### src/rtl/req_pending_dispatch_pkg.sv
// req_pkg: shared widths and types for the request dispatch slice
package req_pkg;
  localparam int N_REQ = 16;
  localparam int IDX_W = 4;
  typedef logic [N_REQ-1:0] req_vec_t;
  typedef logic [IDX_W-1:0] req_idx_t;
endpackage

### src/rtl/req_pending_dispatch_lowest_set_index.sv
// lowest_set_index: index of the lowest set bit of a request vector, plus any-set flag
module lowest_set_index
  import req_pkg::*;
(
  input  req_vec_t vec,
  output req_idx_t idx,
  output logic     any
);
  always_comb begin
    idx = '0;
    for (int i = N_REQ - 1; i >= 0; i--) if (vec[i]) idx = req_idx_t'(i);
  end
  assign any = |vec;
endmodule

### src/rtl/req_pending_dispatch.sv
// req_pending_dispatch: sticky request capture with fixed lowest-index-first valid/ready dispatch
module req_pending_dispatch
  import req_pkg::*;
#(
  parameter int N     = 16,
  parameter int IDX_W = $clog2(N),
  parameter int EDGE  = 1
) (
  input  logic             clk,
  input  logic             rst_n,
  input  logic             enable,
  input  logic [N-1:0]     req_in,
  input  logic [N-1:0]     mask,
  output logic [IDX_W-1:0] out_idx,
  output logic             out_valid,
  input  logic             out_ready,
  output logic [N-1:0]     pending,
  output logic             overflow
);
  localparam logic IDLE    = 1'b0;
  localparam logic PRESENT = 1'b1;
  logic [N-1:0] req_q, rise, clr, cand;
  logic         acc, load, any, state, state_next;
  req_idx_t     win;
  assign rise = (EDGE != 0) ? (req_in & ~req_q) : req_in;
  assign acc  = state & out_ready;
  assign clr  = acc ? ({{(N-1){1'b0}}, 1'b1} << out_idx) : '0;
  assign cand = pending & ~clr & mask;
  lowest_set_index u_lsi (.vec(cand), .idx(win), .any(any));
  // A held index is only replaced once it has been accepted
  assign load = enable & any & (~state | out_ready);
  always_comb state_next = load ? PRESENT : (acc ? IDLE : state);
  assign out_valid = state;
  always_ff @(posedge clk) begin
    if (!rst_n) begin
      req_q    <= '0;
      pending  <= '0;
      overflow <= 1'b0;
      state    <= IDLE;
      out_idx  <= '0;
    end else begin
      req_q    <= req_in;
      pending  <= (pending & ~clr) | rise;
      overflow <= |(rise & pending & ~clr);
      state    <= state_next;
      if (load) out_idx <= win;
    end
  end
endmodule

### config.mk
export PLATFORM = sky130hd
export DESIGN_NAME = req_pending_dispatch
export DESIGN_NICKNAME = d
export VERILOG_FILES = /design/src/rtl/req_pending_dispatch_pkg.sv /design/src/rtl/req_pending_dispatch_lowest_set_index.sv /design/src/rtl/req_pending_dispatch.sv
export SDC_FILE = /design/constraint.sdc
export NUM_CORES = 1
export LEC_CHECK = 0
export CAP_MARGIN = 40
export CORE_MARGIN = 3
export CORE_UTILIZATION = 45
export CTS_CLUSTER_SIZE = 14
export DETAILED_ROUTE_END_ITERATION = 10
export PLACE_DENSITY_LB_ADDON = 0.3
export SLEW_MARGIN = 20
export SYNTH_ARGS = -nofsm -noshare
export SYNTH_HDL_FRONTEND = slang
export SYNTH_SLANG_ARGS = --single-unit
### constraint.sdc
create_clock -name clk -period 2.8 [get_ports clk]
set_input_delay 0.84 -clock clk [delete_from_list [all_inputs] [get_ports clk]]
set_output_delay 0.84 -clock clk [all_outputs]
set_load 0.01 [all_outputs]
# After elaboration in Yosys (flattened, before gate mapping)
# Cells that the tools add are included.
# totals
out_inout_bits	22
wordCells	41
register_bits	38
inputBits	36
# classes
bitwise_logic	13
n_reduce_logical	3
shift	1
mux	19
# op_table
cell	count
$and A16 B16 Y16	5
$mux W4	16
$not A16 Y16	2
$reduce_or A16 Y1	2
$mux W16	1
$or A16 B16 Y16	1
$shl A1 B4 Y16 const A	1
$and A1 B1 Y1	3
$mux W1	2
$reduce_bool A2 Y1	1
$not A1 Y1	1
$or A1 B1 Y1	1

# Longest topological paths before layout
# logic_depth
ltp_word	21
mapped_depth	8

# Hierarchy
# From an unflattened synthesis, not the netlist that was laid out.
# hier_totals
cells_unflattened	237
area_unflattened_um2	1896.8
# modules_own_cells
module	seq_area_each_um2	instances	cells_per_inst	area_per_inst_um2
req_pending_dispatch	760.7	1	203	1720.4
lowest_set_index	0.0	1	34	176.4

# Worst setup path after synthesis
# Ideal clock, no wire load.
# synth_path
kind	input to register
start	input port out_ready
end	register out_idx[2]
arrival_ns	2.125
n_path_buf	0
slack_ns	0.607
path_stages	6
t_required_ns	2.732
setup_ns	0.068
path_cell_list	nor3b_4 -> a21oi_1 -> nor4b_4 -> nand4_4 -> a21bo_1 -> a21oi_2
# synth_via
elab_chain_len	21
elab_cells_between_ends	25
# synth_rtl
item	line_no	rtl
start: declaration	req_pending_dispatch.sv:16	input logic out_ready,
$and A1 B1 Y1	req_pending_dispatch.sv:26	assign acc = state & out_ready;
$mux W16	req_pending_dispatch.sv:27	assign clr = acc ? ({{(N-1){1'b0}}, 1'b1} << out_idx) : '0;
$not A16 Y16	req_pending_dispatch.sv:28	assign cand = pending & ~clr & mask;
$and A16 B16 Y16 (2 in a row)	req_pending_dispatch.sv:28	
$mux W4 (16 in a row)	req_pending_dispatch_lowest_set_index.sv:11	for (int i = N_REQ - 1; i >= 0; i--) if (vec[i]) idx = req_idx_t'(i);
end signal: assignment	req_pending_dispatch.sv:46	if (load) out_idx <= win;
end: declaration	req_pending_dispatch.sv:14	output logic [IDX_W-1:0] out_idx,
# Several ways; a longest one is shown, not always the timed one.
# A chain may end at the register's enable or synchronous reset.

# Worst setup path in the final report
# layout_path
start	register out_idx[1]
end	output port out_idx[1]
# No word-level cell between the ends.

==> flow_summary_export.csv <==
group,metric,value,unit
run_status,status,"finished, final reports clean",
placement,post_dp_cell_area,0.00274,mm^2
synth,synth_edf_count,0,
power,p_leak,1.11,nW
floorplan,start_util,0.484,
routing,vias,1974,
sta,worstMarginPinSlew,673,ps
finish,area_growth,41.1,%
finish,final_util,0.683,
synth,syn_area_per_cell,8.53,um^2
routing,drc,0,
setup_path,worstSetupEndpointType,"output port",
synth,postSynthRegisterBits,38,
clock_tree,root_buffer,"clkbuf_8",
sta,slew_headroom,0.551,
clock_tree,cts_tree,"done",
sta,fin_skew,1.63,ps
synth,synth_top_area_frac,0.380,
synth,netlist_top_cells_area,"dfxtp_1 38%, a21oi_1 7.5%, and2_1 5.9%",
synth,syn_nets,271,
floorplan,die_x,72.7,um
global_routing,grt_antenna_before_repair,0,
sta,drv_slew,0,
sta,setup_violations,0,
routing,vias_per_cell,5.48,
setup_path,worstPathRequired,1960,ps
power,power_density,477,mW/mm^2
global_routing,grt_pass1_wl,9140,um
finish,fin_cells,360,
finish,antenna_cells,0,
setup_path,reg2reg_to,"out_idx[2]",
power,ir_worst_vdd,0.000257,V
synth,synth_cell_types,44,
placement,place.gp.congestion,0.898,
placement,port_buffers,57,
setup_path,crit_chain,"clkdlybuf4s50_1",
synth,yosys_warnings,0,
setup_path,crit_path_start,"out_idx[1]",
floorplan,core,0.00414,mm^2
synth,synthFlopType,"dfxtp_1",
sta,period_minus_slack,2350,ps
routing,drt_wl_total,5620,um
finish,final_cell_area,0.00283,mm^2
placement,dp_hpwl,4370,um
setup_path,critPathKind,"register to output port",
synth,synth_area,0.00200,mm^2
setup_path,cp_slowest_stage_delay,620,ps
synth,async_flop_share,0,
finish,drive_gt1_frac,0.135,
setup_path,cp_num_cells,1,
routing,dr.pass1.iters,4,
setup_path,endpoint,"out_idx[1]",
clock_tree,cts_made_buffers,5,
setup_path,worstReg2RegStart,"out_idx[0]",
synth,yosys.area.top_type,"dfxtp_1",
setup_path,critPathTopFamily,"buffers and inverters",
floorplan,die-area,0.00529,mm^2
sta,max_freq,0.425,GHz
synth,ys_seq_area_frac,0.380,
min_path,hold_path.class,"register to register",
setup_path,cp.arrival,1510,ps
sta,period_share,0.840,
global_routing,overflow,0,
clock_tree,clock_sinks,38,
setup_path,rr_worst_depth,6,
sta,rsz0062_at_grt,"false",
floorplan,die-height,72.7,um
flow_run,max_cap_violations,0,
placement,place_inst,352,
clock_tree,clock_latency,290,ps
global_routing,grt_max_degree,21,
setup_path,reg2reg_slack,570,ps
setup_path,cpMaxStageDelayCell,"clkdlybuf4s50_1",
setup_path,path_buf_inv,1,
finish,nNetsFinal,345,
sta,finalHoldViolations,0,
global_routing,grt_usage,0.223,
routing,drt_iter0_drc,104,
clock_tree,clockBufferDepth,2,
setup_path,worstPathMaxFanout,11,
synth,netlist_instances,235,
floorplan,rows,23,
routing,routedWlPerCell,15.6,um
routing,drtAntennaViolNets,0,
floorplan,pin_count,58,
power,p_total,1.35,mW
global_routing,grt_pass1_vias,1932,
clock_tree,clkSlewWorstSetupHoldPaths,70,ps
clock_tree,cts-htree-levels,2,
setup_path,critPathLaunchType,"register",
==> tightest hold or removal path: stages (launching register included) <==
cell and delay [ps]:
dfxtp_1 330, nand2_1 80, a21oi_1 60
==> repair_timing <==
action                                 CTS  global route
buffers inserted                         0             0
resized for setup                        0             1
hold buffers                             0             0
endpoints found under the hold margin    0             0
setup endpoints to repair                0             2
==> area by class of cell <==
class | count | area [um^2]
multi-input combinational | 185 | 1180
clock inverter | 1 | 5.00
tap | 50 | 62.6
clock buffer | 7 | 86.3
fill | 359 | 1320
timing repair buffer | 77 | 723
sequential | 38 | 761
inverter | 2 | 7.51
==> cell usage after synthesis, types with 3 or more instances <==
master,number
clkbuf_1,6
nand3b_1,3
nand4b_1,5
a21oi_1,30
nor2_1,15
and3b_1,3
a211oi_1,5
a21o_1,5
nand2b_1,9
buf_4,4
dfxtp_1,38
o2111ai_1,3
nand2_1,31
and2_1,19
a41oi_1,3
nand3_1,3
o21ai_0,6
nor2b_1,11
==> sequential cells by signal, summed over array words and instances, names as in the netlist <==
register and flops:
overflow 1, req_q 16, out_idx 4, pending 16, out_valid 1
==> layout by cell type, fill, tap and decap left out, types with 3 or more instances in the layout <==
master,n
clkdlybuf4s50_1,56
dfxtp_1,38
nand2_1,31
a21oi_1,30
buf_4,20
and2_1,19
nor2_1,15
nor2b_1,11
nand2b_1,9
o21ai_0,6
clkbuf_8,6
a21o_1,5
a211oi_1,5
nand4b_1,5
and3b_1,3
a41oi_1,3
nand3b_1,3
nand3_1,3
o2111ai_1,3
==> layer usage <==
metal | GRT usage | wire, um | vias up
met2 | 0.363 | 2690 | 54
met5 | 0 | 0 | -
met3 | 0.0482 | 321 | 13
met4 | 0.0943 | 116 | 0
li1 | - | - | 993
met1 | 0.284 | 2490 | 914
==> logic make-up (layout without fill, tap and decap cells) <==
| group | count (synthesis) | in the layout | synth area share |
|---|---|---|---|
| buffers and inverters | 12 | 87 | 0.0300 |
| AO/OA/AOI/OAI | 68 | 68 | 0.233 |
| AND/OR/NAND/NOR | 117 | 117 | 0.357 |
| flip-flops | 38 | 38 | 0.380 |
==> stage by stage <==
stage          TNS [ps]  hold slack [ps]  setup WS [ps]
6_report              0              507            447
2_1_floorplan         0              480            607
3_5_place_dp       -391              493           -117
4_1_cts               0              503            170
5_1_grt               0              515            246
3_3_place_gp       -327              483           -103
==> power by group <==
part | internal [mW] | total, mW | switching, mW | leakage (nW)
sequential | 0.580 | 0.621 | 0.0415 | 0.317
combinational | 0.193 | 0.343 | 0.150 | 0.749
clock | 0.199 | 0.387 | 0.188 | 0.0482
total | 0.971 | 1.35 | 0.380 | 1.11
==> worst min-delay path by stage <==
| stage | from | endpoint | slack [ps] | cells past startpoint |
|---|---|---|---|---|
| global placement | pending[0] | pending[0] | 480 | 2 |
| global route | pending[8] | pending[8] | 510 | 2 |
| floorplan | req_q[1] | pending[1] | 480 | 3 |
| CTS | pending[0] | pending[0] | 500 | 2 |
| detailed placement | pending[0] | pending[0] | 490 | 2 |
| finish | pending[0] | pending[0] | 510 | 2 |
No activity file was read; power rests on OpenSTA's default activity.
